--- src/rtl/ps2_key_pkg.sv ---
// Shared constants for the PS/2 game-key controller: key indices, scancodes
// and the prefix-tracking FSM state type.
package ps2_key_pkg;

    localparam int NUM_KEYS  = 6;
    localparam int KEY_LEFT  = 0;
    localparam int KEY_RIGHT = 1;
    localparam int KEY_UP    = 2;
    localparam int KEY_DOWN  = 3;
    localparam int KEY_JUMP  = 4;
    localparam int KEY_START = 5;

    localparam logic [7:0] SC_EXT = 8'hE0;
    localparam logic [7:0] SC_BRK = 8'hF0;
    localparam logic [7:0] SC_BAT = 8'hAA;

    // Non-extended (set 2) codes
    localparam logic [7:0] SC_SPACE = 8'h29;
    localparam logic [7:0] SC_ENTER = 8'h5A;
    localparam logic [7:0] SC_A     = 8'h1C;
    localparam logic [7:0] SC_D     = 8'h23;
    localparam logic [7:0] SC_W     = 8'h1D;
    localparam logic [7:0] SC_S     = 8'h1B;

    // E0-prefixed arrow codes
    localparam logic [7:0] SC_ARROW_LEFT  = 8'h6B;
    localparam logic [7:0] SC_ARROW_RIGHT = 8'h74;
    localparam logic [7:0] SC_ARROW_UP    = 8'h75;
    localparam logic [7:0] SC_ARROW_DOWN  = 8'h72;

    typedef enum logic [1:0] {
        ST_IDLE    = 2'd0,
        ST_EXT     = 2'd1,
        ST_BRK     = 2'd2,
        ST_EXT_BRK = 2'd3
    } state_t;

endpackage

--- src/rtl/ps2_scancode_map.sv ---
// Combinational scancode-to-key lookup; the ext flag selects the E0 table.
module ps2_scancode_map
    import ps2_key_pkg::*;
(
    input  logic [7:0] code,
    input  logic       ext,
    output logic       hit,
    output logic [2:0] key_idx
);

    always_comb begin
        hit     = 1'b0;
        key_idx = 3'd0;
        if (ext) begin
            case (code)
                SC_ARROW_LEFT:  begin hit = 1'b1; key_idx = 3'(KEY_LEFT);  end
                SC_ARROW_RIGHT: begin hit = 1'b1; key_idx = 3'(KEY_RIGHT); end
                SC_ARROW_UP:    begin hit = 1'b1; key_idx = 3'(KEY_UP);    end
                SC_ARROW_DOWN:  begin hit = 1'b1; key_idx = 3'(KEY_DOWN);  end
                default:        begin hit = 1'b0; key_idx = 3'd0;          end
            endcase
        end else begin
            case (code)
                SC_SPACE: begin hit = 1'b1; key_idx = 3'(KEY_JUMP);  end
                SC_ENTER: begin hit = 1'b1; key_idx = 3'(KEY_START); end
                SC_A:     begin hit = 1'b1; key_idx = 3'(KEY_LEFT);  end
                SC_D:     begin hit = 1'b1; key_idx = 3'(KEY_RIGHT); end
                SC_W:     begin hit = 1'b1; key_idx = 3'(KEY_UP);    end
                SC_S:     begin hit = 1'b1; key_idx = 3'(KEY_DOWN);  end
                default:  begin hit = 1'b0; key_idx = 3'd0;          end
            endcase
        end
    end

endmodule

--- src/rtl/ps2_key_controller.sv ---
// Turns the PS/2 scancode byte stream into held levels and press/release
// pulses for six game keys, tracking E0/F0 prefixes with a timeout.
module ps2_key_controller
    import ps2_key_pkg::*;
#(
    parameter int TIMEOUT_CYCLES = 650_000,
    parameter int CNT_WIDTH      = $clog2(TIMEOUT_CYCLES + 1)
) (
    input  logic                clk,
    input  logic                rst,
    input  logic                byte_valid,
    input  logic [7:0]          byte_in,
    input  logic                clear,
    output logic [NUM_KEYS-1:0] key_held,
    output logic [NUM_KEYS-1:0] key_pressed,
    output logic [NUM_KEYS-1:0] key_released,
    output logic                prefix_err,
    output state_t              state_dbg
);

    localparam logic [CNT_WIDTH-1:0] CNT_LAST = CNT_WIDTH'(TIMEOUT_CYCLES - 1);

    state_t                state;
    logic [CNT_WIDTH-1:0]  cnt;
    logic                  ext_ctx;
    logic                  map_hit;
    logic [2:0]            map_idx;
    logic [NUM_KEYS-1:0]   key_mask;
    logic [NUM_KEYS-1:0]   held_nxt;
    logic                  is_prefix;

    assign state_dbg = state;
    assign ext_ctx   = (state == ST_EXT) || (state == ST_EXT_BRK);
    assign is_prefix = (byte_in == SC_EXT) || (byte_in == SC_BRK);

    ps2_scancode_map u_map (
        .code    (byte_in),
        .ext     (ext_ctx),
        .hit     (map_hit),
        .key_idx (map_idx)
    );

    assign key_mask = map_hit ? (NUM_KEYS'(1) << map_idx) : '0;

    // Next held vector; clear discards any coincident byte.
    always_comb begin
        held_nxt = key_held;
        if (clear) begin
            held_nxt = '0;
        end else if (byte_valid) begin
            case (state)
                ST_IDLE: begin
                    if (byte_in == SC_BAT)
                        held_nxt = '0;
                    else if (!is_prefix)
                        held_nxt = key_held | key_mask;
                end
                ST_EXT: begin
                    if (!is_prefix)
                        held_nxt = key_held | key_mask;
                end
                ST_BRK, ST_EXT_BRK: held_nxt = key_held & ~key_mask;
                default:            held_nxt = key_held;
            endcase
        end
    end

    always_ff @(posedge clk) begin
        if (rst) begin
            state        <= ST_IDLE;
            cnt          <= '0;
            key_held     <= '0;
            key_pressed  <= '0;
            key_released <= '0;
            prefix_err   <= 1'b0;
        end else begin
            key_held     <= held_nxt;
            key_pressed  <= held_nxt & ~key_held;
            key_released <= key_held & ~held_nxt;
            prefix_err   <= 1'b0;
            if (clear) begin
                state <= ST_IDLE;
                cnt   <= '0;
            end else if (byte_valid) begin
                // A byte arriving on the expiry cycle is still decoded.
                cnt <= '0;
                case (state)
                    ST_IDLE: begin
                        if (byte_in == SC_EXT)      state <= ST_EXT;
                        else if (byte_in == SC_BRK) state <= ST_BRK;
                        else                        state <= ST_IDLE;
                    end
                    ST_EXT: begin
                        if (byte_in == SC_BRK)      state <= ST_EXT_BRK;
                        else if (byte_in == SC_EXT) state <= ST_EXT;
                        else                        state <= ST_IDLE;
                    end
                    default: state <= ST_IDLE;
                endcase
            end else if (state != ST_IDLE) begin
                if (cnt == CNT_LAST) begin
                    state      <= ST_IDLE;
                    cnt        <= '0;
                    prefix_err <= 1'b1;
                end else begin
                    cnt <= cnt + 1'b1;
                end
            end else begin
                cnt <= '0;
            end
        end
    end

endmodule

--- config.mk ---
export PLATFORM = sky130hd
export DESIGN_NAME = ps2_key_controller
export DESIGN_NICKNAME = d
export VERILOG_FILES = /design/src/rtl/ps2_key_pkg.sv /design/src/rtl/ps2_scancode_map.sv /design/src/rtl/ps2_key_controller.sv
export SDC_FILE = /design/constraint.sdc
export NUM_CORES = 1
export LEC_CHECK = 0
export CORE_MARGIN = 2
export CORE_UTILIZATION = 48
export DETAILED_ROUTE_END_ITERATION = 6
export PLACE_DENSITY = 0.76
export SETUP_SLACK_MARGIN = 0.05
export SYNTH_ARGS = -nofsm -noshare
export SYNTH_HDL_FRONTEND = slang
export SYNTH_HIERARCHICAL = 1
export SYNTH_SLANG_ARGS = --single-unit
--- constraint.sdc ---
create_clock -name clk -period 2.2 [get_ports clk]
set_input_delay 0.44 -clock clk [delete_from_list [all_inputs] [get_ports clk]]
set_output_delay 0.44 -clock clk [all_outputs]
set_load 0.005 [all_outputs]
== Yosys cells after proc, flatten, opt, wreduce, memory -nomap -nowiden ==
Index checks and enable logic that the tools add are counted.
Widths: inputs -> output; s select.

* Register bits: 41
* Input port bits: 12
* Output and inout bits: 21
* Logic and storage cells: 67

* $add $sub $neg: 1
* Equal/unequal tests: 17
* Shift-type cells: 1
* Muxes and demuxes: 21
* Bitwise operators: 8
* Reductions and logical operators: 13

{| class="wikitable"
|+ Operators by type and width
! cell !! number
|-
| $eq 8x7->1 const B || 5
|-
| $mux 6 || 5
|-
| $eq 8x5->1 const B || 3
|-
| $eq 8x8->1 const B || 3
|-
| $add 20x1->20 const B || 1
|-
| $eq 20x20->1 const B || 1
|-
| $and 6x6->6 || 3
|-
| $not 6->6 || 3
|-
| $pmux 6 s3 || 1
|-
| $eq 8x6->1 const B || 2
|-
| $pmux 3 s5 || 1
|-
| $mux 2 || 6
|-
| $reduce_or 4->1 || 2
|-
| $or 6x6->6 || 1
|-
| $pmux 2 s3 || 1
|-
| $reduce_bool 2->1 || 3
|-
| $reduce_or 6->1 || 1
|-
| $shl 1x3->6 const A || 1
|-
| $mux 1 || 5
|-
| $reduce_or 5->1 || 1
|-
| $eq 2x2->1 const B || 2
|-
| $pmux 2 s2 || 1
|-
| $reduce_or 2->1 || 2
|-
| $mux 3 || 1
|-
| other kinds (5) || 6
|}

== Depth between registers and ports, before layout ==
* Depth after elaboration: 13
* Mapped depth: 9
* Mapped depth without buffers: 8

== Hierarchy ==
The synthesis kept the hierarchy.

{| class="wikitable"
|+ Modules (own cells, without submodules)
! module !! instances !! cells each !! area an instance (um^2) !! seq. area each (um^2)
|-
| ps2_key_controller || 1 || 193 || 1776.7 || 820.8
|-
| ps2_scancode_map || 1 || 40 || 256.5 || 0.0
|}

== Worst setup path after synthesis ==
No wires, ideal clock.

* Path type: input port to flip-flop
* Start point: in byte_in[4]
* End point: reg key_released[3]
* Library setup time: 0.060 ns
* Arrival: 2.206 ns
* Required time: 2.140 ns
* Slack: -0.066 ns
* Stages on the path: 8
* Buffers on the path: 0
* Path through: or3b_2 > a21oi_1 > o21ai_0 > o21ai_0 > nand2b_1 > or2_2 > nor2_1 > o311a_1

* Word-level cells in the longest chain between the ends: 13
* Elaborated cells between the ends (all ways): 34
* Those cells by class: 13 x eq/ne; 1 x shift; 12 x mux; 5 x bitwise; 3 x reduce/logical

{| class="wikitable"
|+ Ends and longest elaborated chain
! element !! RTL line !! RTL
|-
| start: declaration || ps2_key_controller.sv:12 || <nowiki>input logic [7:0] byte_in,</nowiki>
|-
| $eq 8x5->1, or another cell as far along || ps2_scancode_map.sv:23 || <nowiki>case (code)</nowiki>
|-
| $pmux 3 s5 / $pmux 2 s3 (equally long branches) || ps2_scancode_map.sv:23, ps2_scancode_map.sv:15 ||
|-
| $mux 3 (*) || ps2_scancode_map.sv:14 || <nowiki>if (ext) begin</nowiki>
|-
| named net map_idx[0] || ps2_key_controller.sv:27 || <nowiki>logic [2:0] map_idx;</nowiki>
|-
| $shl 1x3->6 (*) || ps2_key_controller.sv:43 || <nowiki>assign key_mask = map_hit ? (NUM_KEYS'(1) << map_idx) : '0;</nowiki>
|-
| $mux 6 (*) || ps2_key_controller.sv:43 ||
|-
| $or 6x6->6 || ps2_key_controller.sv:56, ps2_key_controller.sv:60 ||
|-
| $mux 6 || ps2_key_controller.sv:55, ps2_key_controller.sv:59 ||
|-
| $mux 6 || ps2_key_controller.sv:53 || <nowiki>if (byte_in == SC_BAT)</nowiki>
|-
| $pmux 6 s3 (*) || ps2_key_controller.sv:51 || <nowiki>case (state)</nowiki>
|-
| $mux 6 (*) || ps2_key_controller.sv:50 || <nowiki>end else if (byte_valid) begin</nowiki>
|-
| $mux 6 (*) || ps2_key_controller.sv:48 || <nowiki>if (clear) begin</nowiki>
|-
| $not 6->6 (*) || ps2_key_controller.sv:79 || <nowiki>key_released <= key_held & ~held_nxt;</nowiki>
|-
| $and 6x6->6 (*) || ps2_key_controller.sv:79 ||
|-
| end signal: assignment || ps2_key_controller.sv:79 ||
|-
| end: declaration || ps2_key_controller.sv:16 || <nowiki>output logic [NUM_KEYS-1:0] key_released,</nowiki>
|}

Mark *: on every way through the listed nets, which the timed path passes. The rest lies on a longest branch.
A chain may end at the register's enable or synchronous reset.

== Final worst setup path ==
* Start point: in byte_in[1]
* End point: reg key_released[5]

* Word-level cells in the longest chain between the ends: 13
* Elaborated cells between the ends (all ways): 34
* Those cells by class: 13 x eq/ne; 1 x shift; 12 x mux; 5 x bitwise; 3 x reduce/logical

{| class="wikitable"
|+ Ends and longest elaborated chain
! element !! RTL line !! RTL
|-
| $eq 8x5->1, or another cell as far along || ps2_scancode_map.sv:23 ||
|-
| $reduce_or 6->1 (no source line) / $reduce_or 4->1 (equally long branches) || - ||
|-
| $mux 1 (on tied branches) || ps2_scancode_map.sv:23, ps2_scancode_map.sv:15 ||
|-
| $mux 1 (*) || ps2_scancode_map.sv:14 ||
|-
| named net map_hit || ps2_key_controller.sv:26 || <nowiki>logic map_hit;</nowiki>
|-
| $mux 6 (*) || ps2_key_controller.sv:43 ||
|-
| $or 6x6->6 || ps2_key_controller.sv:56, ps2_key_controller.sv:60 ||
|-
| $mux 6 || ps2_key_controller.sv:55, ps2_key_controller.sv:59 ||
|-
| $mux 6 || ps2_key_controller.sv:53 ||
|-
| $pmux 6 s3 (*) || ps2_key_controller.sv:51 ||
|-
| $mux 6 (*) || ps2_key_controller.sv:50 ||
|-
| $mux 6 (*) || ps2_key_controller.sv:48 ||
|-
| $not 6->6 (*) || ps2_key_controller.sv:79 ||
|-
| $and 6x6->6 (*) || ps2_key_controller.sv:79 ||
|}

Marked as above.

==> run_results.csv <==
group,metric,value,unit
outcome,outcome,"finished, final reports clean",
pwr,seqPwrFrac,50.4,%
route,drtIter0Drc,123,
timing,setup_viol,0,
clocking,clockBufferDepth,2,
timing,slew_viol_final,0,
floorplan,start_util,50.5,%
grt,grt_pass1_wl,8630,µm
timing,hold_viol,0,
pwr,p_sw,0.000309,W
grt,grt_pass1_vias,1965,
worst_setup_path,critPathRequiredTime,2380,ps
route,drc_errors,0,
floorplan,die_area,4770,µm²
yosys,synth_cell_types,50,
worst_setup_path,slowest_stage,"o311a_1",
pwr,power_leakage,1.01,nW
layout,fin_nets,308,
worst_setup_path,cp.arrival,2300,ps
min_path,worstHoldStart,"cnt[0]",
layout,final_common_cell,"dfxtp_1",
pwr,p_comb_share,7.5,%
worst_setup_path,critPathKind,"input pin to register",
layout,drive_gt1_share,25.3,%
grt,busiest_layer,"met2",
placed_design,io_buffer_count,32,
pwr,p_clk_share,42.2,%
route,vias,2027,
timing,worst_pin_slew,510,ps
min_path,hp-class,"register to register",
timing,slew_headroom,65.9,%
yosys,postSynth.asyncResetShare,0,%
grt,grt_overflow,0,
clocking,clock-sinks,41,
pwr,power.internal,0.00116,W
timing,rsz0062_at_grt,"no",
yosys,netlist_instances,233,
placed_design,post-place-ws,-612,ps
grt,globalRouteMet2Util,39.1,%
yosys,seq_area_frac_synth,40.4,%
clocking,cts_tree,"done",
yosys,ys_warn_count,6,
clocking,numCtsBuffers,5,
worst_setup_path,end_kind,"register",
floorplan,die_w,69.1,µm
clocking,insertion_delay,290,ps
placed_design,dpl.cell_count,332,
worst_setup_path,startpoint,"byte_in[1]",
pwr,ir_worst_vdd,440,µV
layout,antenna_cells,0,
layout,syn_to_final_growth,38.6,%
yosys,synth_top_flop_cell,"dfxtp_1",
worst_setup_path,max_stage_delay,280,ps
placed_design,gp_congestion,0.988,
timing,fmax,472,MHz
clocking,path_clk_slew,70,ps
grt,met3_usage,4.39,%
yosys,synth-seq-cells,41,
route,antenna_left,0,
grt,grt_max_degree,20,
grt,grt_usage,21.6,%
timing,min_period,2120,ps
clocking,htree_levels,2,
floorplan,core,4030,µm²
pwr,p_per_area,522,nW/µm²
floorplan,die_h,69.1,µm
yosys,syn_area,2030,µm²
worst_setup_path,start_kind,"input pin",
placed_design,hpwl,3420,µm
worst_setup_path,critPathMaxFanout,7,
route,drt_first_pass_iters,4,
worst_setup_path,cp_cell_sequence,"dlygate4sd2_1 > buf_4 > and2b_2 > and2_2 > o21ai_2 > a32oi_2 > buf_6 > nor2b_4 > nand3_1 > nor2_2 > o311a_1",
clocking,cts-root-buf,"clkbuf_8",
floorplan,io_pins,33,
timing,fin_crit_sh,96.3,%
run,maxCapViolCount,0,
yosys,syn_nets,246,
grt,met1_usage,26.1,%
grt,antenna_found_initial,0,
clocking,hold_buffers,0,
timing,setup_slack,81.5,ps
layout,mostFrequentLayoutCells,"dfxtp_1 (41), buf_4 (27), clkdlybuf4s50_1 (24)",
worst_setup_path,r2r_start,"state_dbg[0]",
yosys,synth-edff-count,0,
pwr,swShare,21.0,%
timing,skew,3.38,ps
floorplan,num_rows,23,
layout,final_cells,346,
route,vias_per_cell,5.86,
route,finalWirelength,5330,µm
layout,n_fill_cell,315,
yosys,syn_area_per_cell,8.73,µm²
route,wl_per_cell,15.4,µm
## final timing paths
path / slack, ps / depth (start not counted) / end
worst min-delay path: 470 / 1 / cnt[0]
worst max register to register: 170 / 9 / key_released[1]
worst min register to register: 470 / 1 / cnt[0]
worst max-delay path: 80 / 11 / key_released[5]
## worst max-delay path, delay by kind of cell
kind | cells | cell delay (ps)
AO/OA/AOI/OAI | 3 | 590
buffers and inverters | 3 | 560
AND/OR/NAND/NOR | 5 | 720
## area by class of cell
class	instances	area [µm²]	share of cell area (%)
clock buffer	7	86.3	3.06
clock inverter	1	30.0	1.07
inverter	4	15.0	0.533
multi-input combinational	182	1290	45.7
sequential	41	821	29.1
tap	50	62.6	2.22
timing repair buffer	61	517	18.3
## synthesized netlist by cell type, types with 2 or more instances
master / n / area (µm²)
dfxtp_1: 41 / 821
nor2_1: 27 / 101
a21oi_1: 16 / 80.1
nor3_1: 14 / 70.1
nand3_1: 12 / 60.1
o21ai_0: 12 / 60.1
nand2_1: 10 / 37.5
xor2_1: 9 / 78.8
or3_1: 8 / 50.1
nand2b_1: 6 / 37.5
nand4_1: 6 / 37.5
nor3b_1: 6 / 45.0
inv_1: 4 / 15.0
nand3b_1: 4 / 30.0
o311a_1: 4 / 40.0
and3_1: 3 / 18.8
and4_1: 3 / 26.3
nor4_2: 3 / 37.5
xnor2_1: 3 / 26.3
a31oi_1: 2 / 12.5
a41oi_1: 2 / 17.5
and2_1: 2 / 12.5
and2b_2: 2 / 17.5
buf_4: 2 / 15.0
clkbuf_1: 2 / 7.51
nand4bb_1: 2 / 22.5
nor2b_1: 2 / 12.5
o21a_1: 2 / 15.0
or2_2: 2 / 12.5
or3b_1: 2 / 17.5
## sequential cells by signal (all words and copies together) (netlist names)
signal and flops:
cnt 20, key_held 6, key_pressed 6, key_released 6, prefix_err 1, state_dbg 2
## per-stage QoR
stage	TNS, ps	power [W]	cell area, µm²	hold WS [ps]	util (%)
global placement	-9670	0.000855	2550	441	63.4
global route	0	0.00152	2820	499	70.0
finish	0	0.00147	2820	466	70.0
detailed placement	-10030	0.000856	2550	457	63.4
CTS	0	0.00147	2750	475	68.2
floorplan	0	0.000796	2040	426	-
## cell families after synthesis
| family | count (synthesis) | share of synthesized area (%) |
|---|---|---|
| XOR/XNOR | 12 | 5.17 |
| AO/OA/AOI/OAI | 45 | 14.1 |
| flip-flops | 41 | 40.4 |
| buffers and inverters | 10 | 2.65 |
| adder cells (fa/ha/maj) | 1 | 0.615 |
| AND/OR/NAND/NOR | 124 | 37.1 |
## per-layer routing
| layer | part of all wire [%] | wire (µm) |
|---|---|---|
| met1 | 43 | 2280 |
| met2 | 50 | 2670 |
| met3 | 5.3 | 283 |
| met4 | 1.9 | 100 |
| met5 | 0 | 0 |
## repair_timing
action,4_1_cts,5_1_grt
pin swaps,6,8
setup buffers,2,4
endpoints found under the setup margin,18,17
gates resized for setup,24,30
## power by group through the flow
stage / clock [W] / sequential [W] / combinational, W
finish: 0.000621 / 0.000742 / 0.000110
CTS: 0.000630 / 0.000742 / 0.0000994
detailed placement: 0 / 0.000759 / 0.0000967
global route: 0.000657 / 0.000742 / 0.000118
floorplan: 0 / 0.000759 / 0.0000370
global placement: 0 / 0.000759 / 0.0000960
Note: power is estimated with default switching activity, not from simulation.
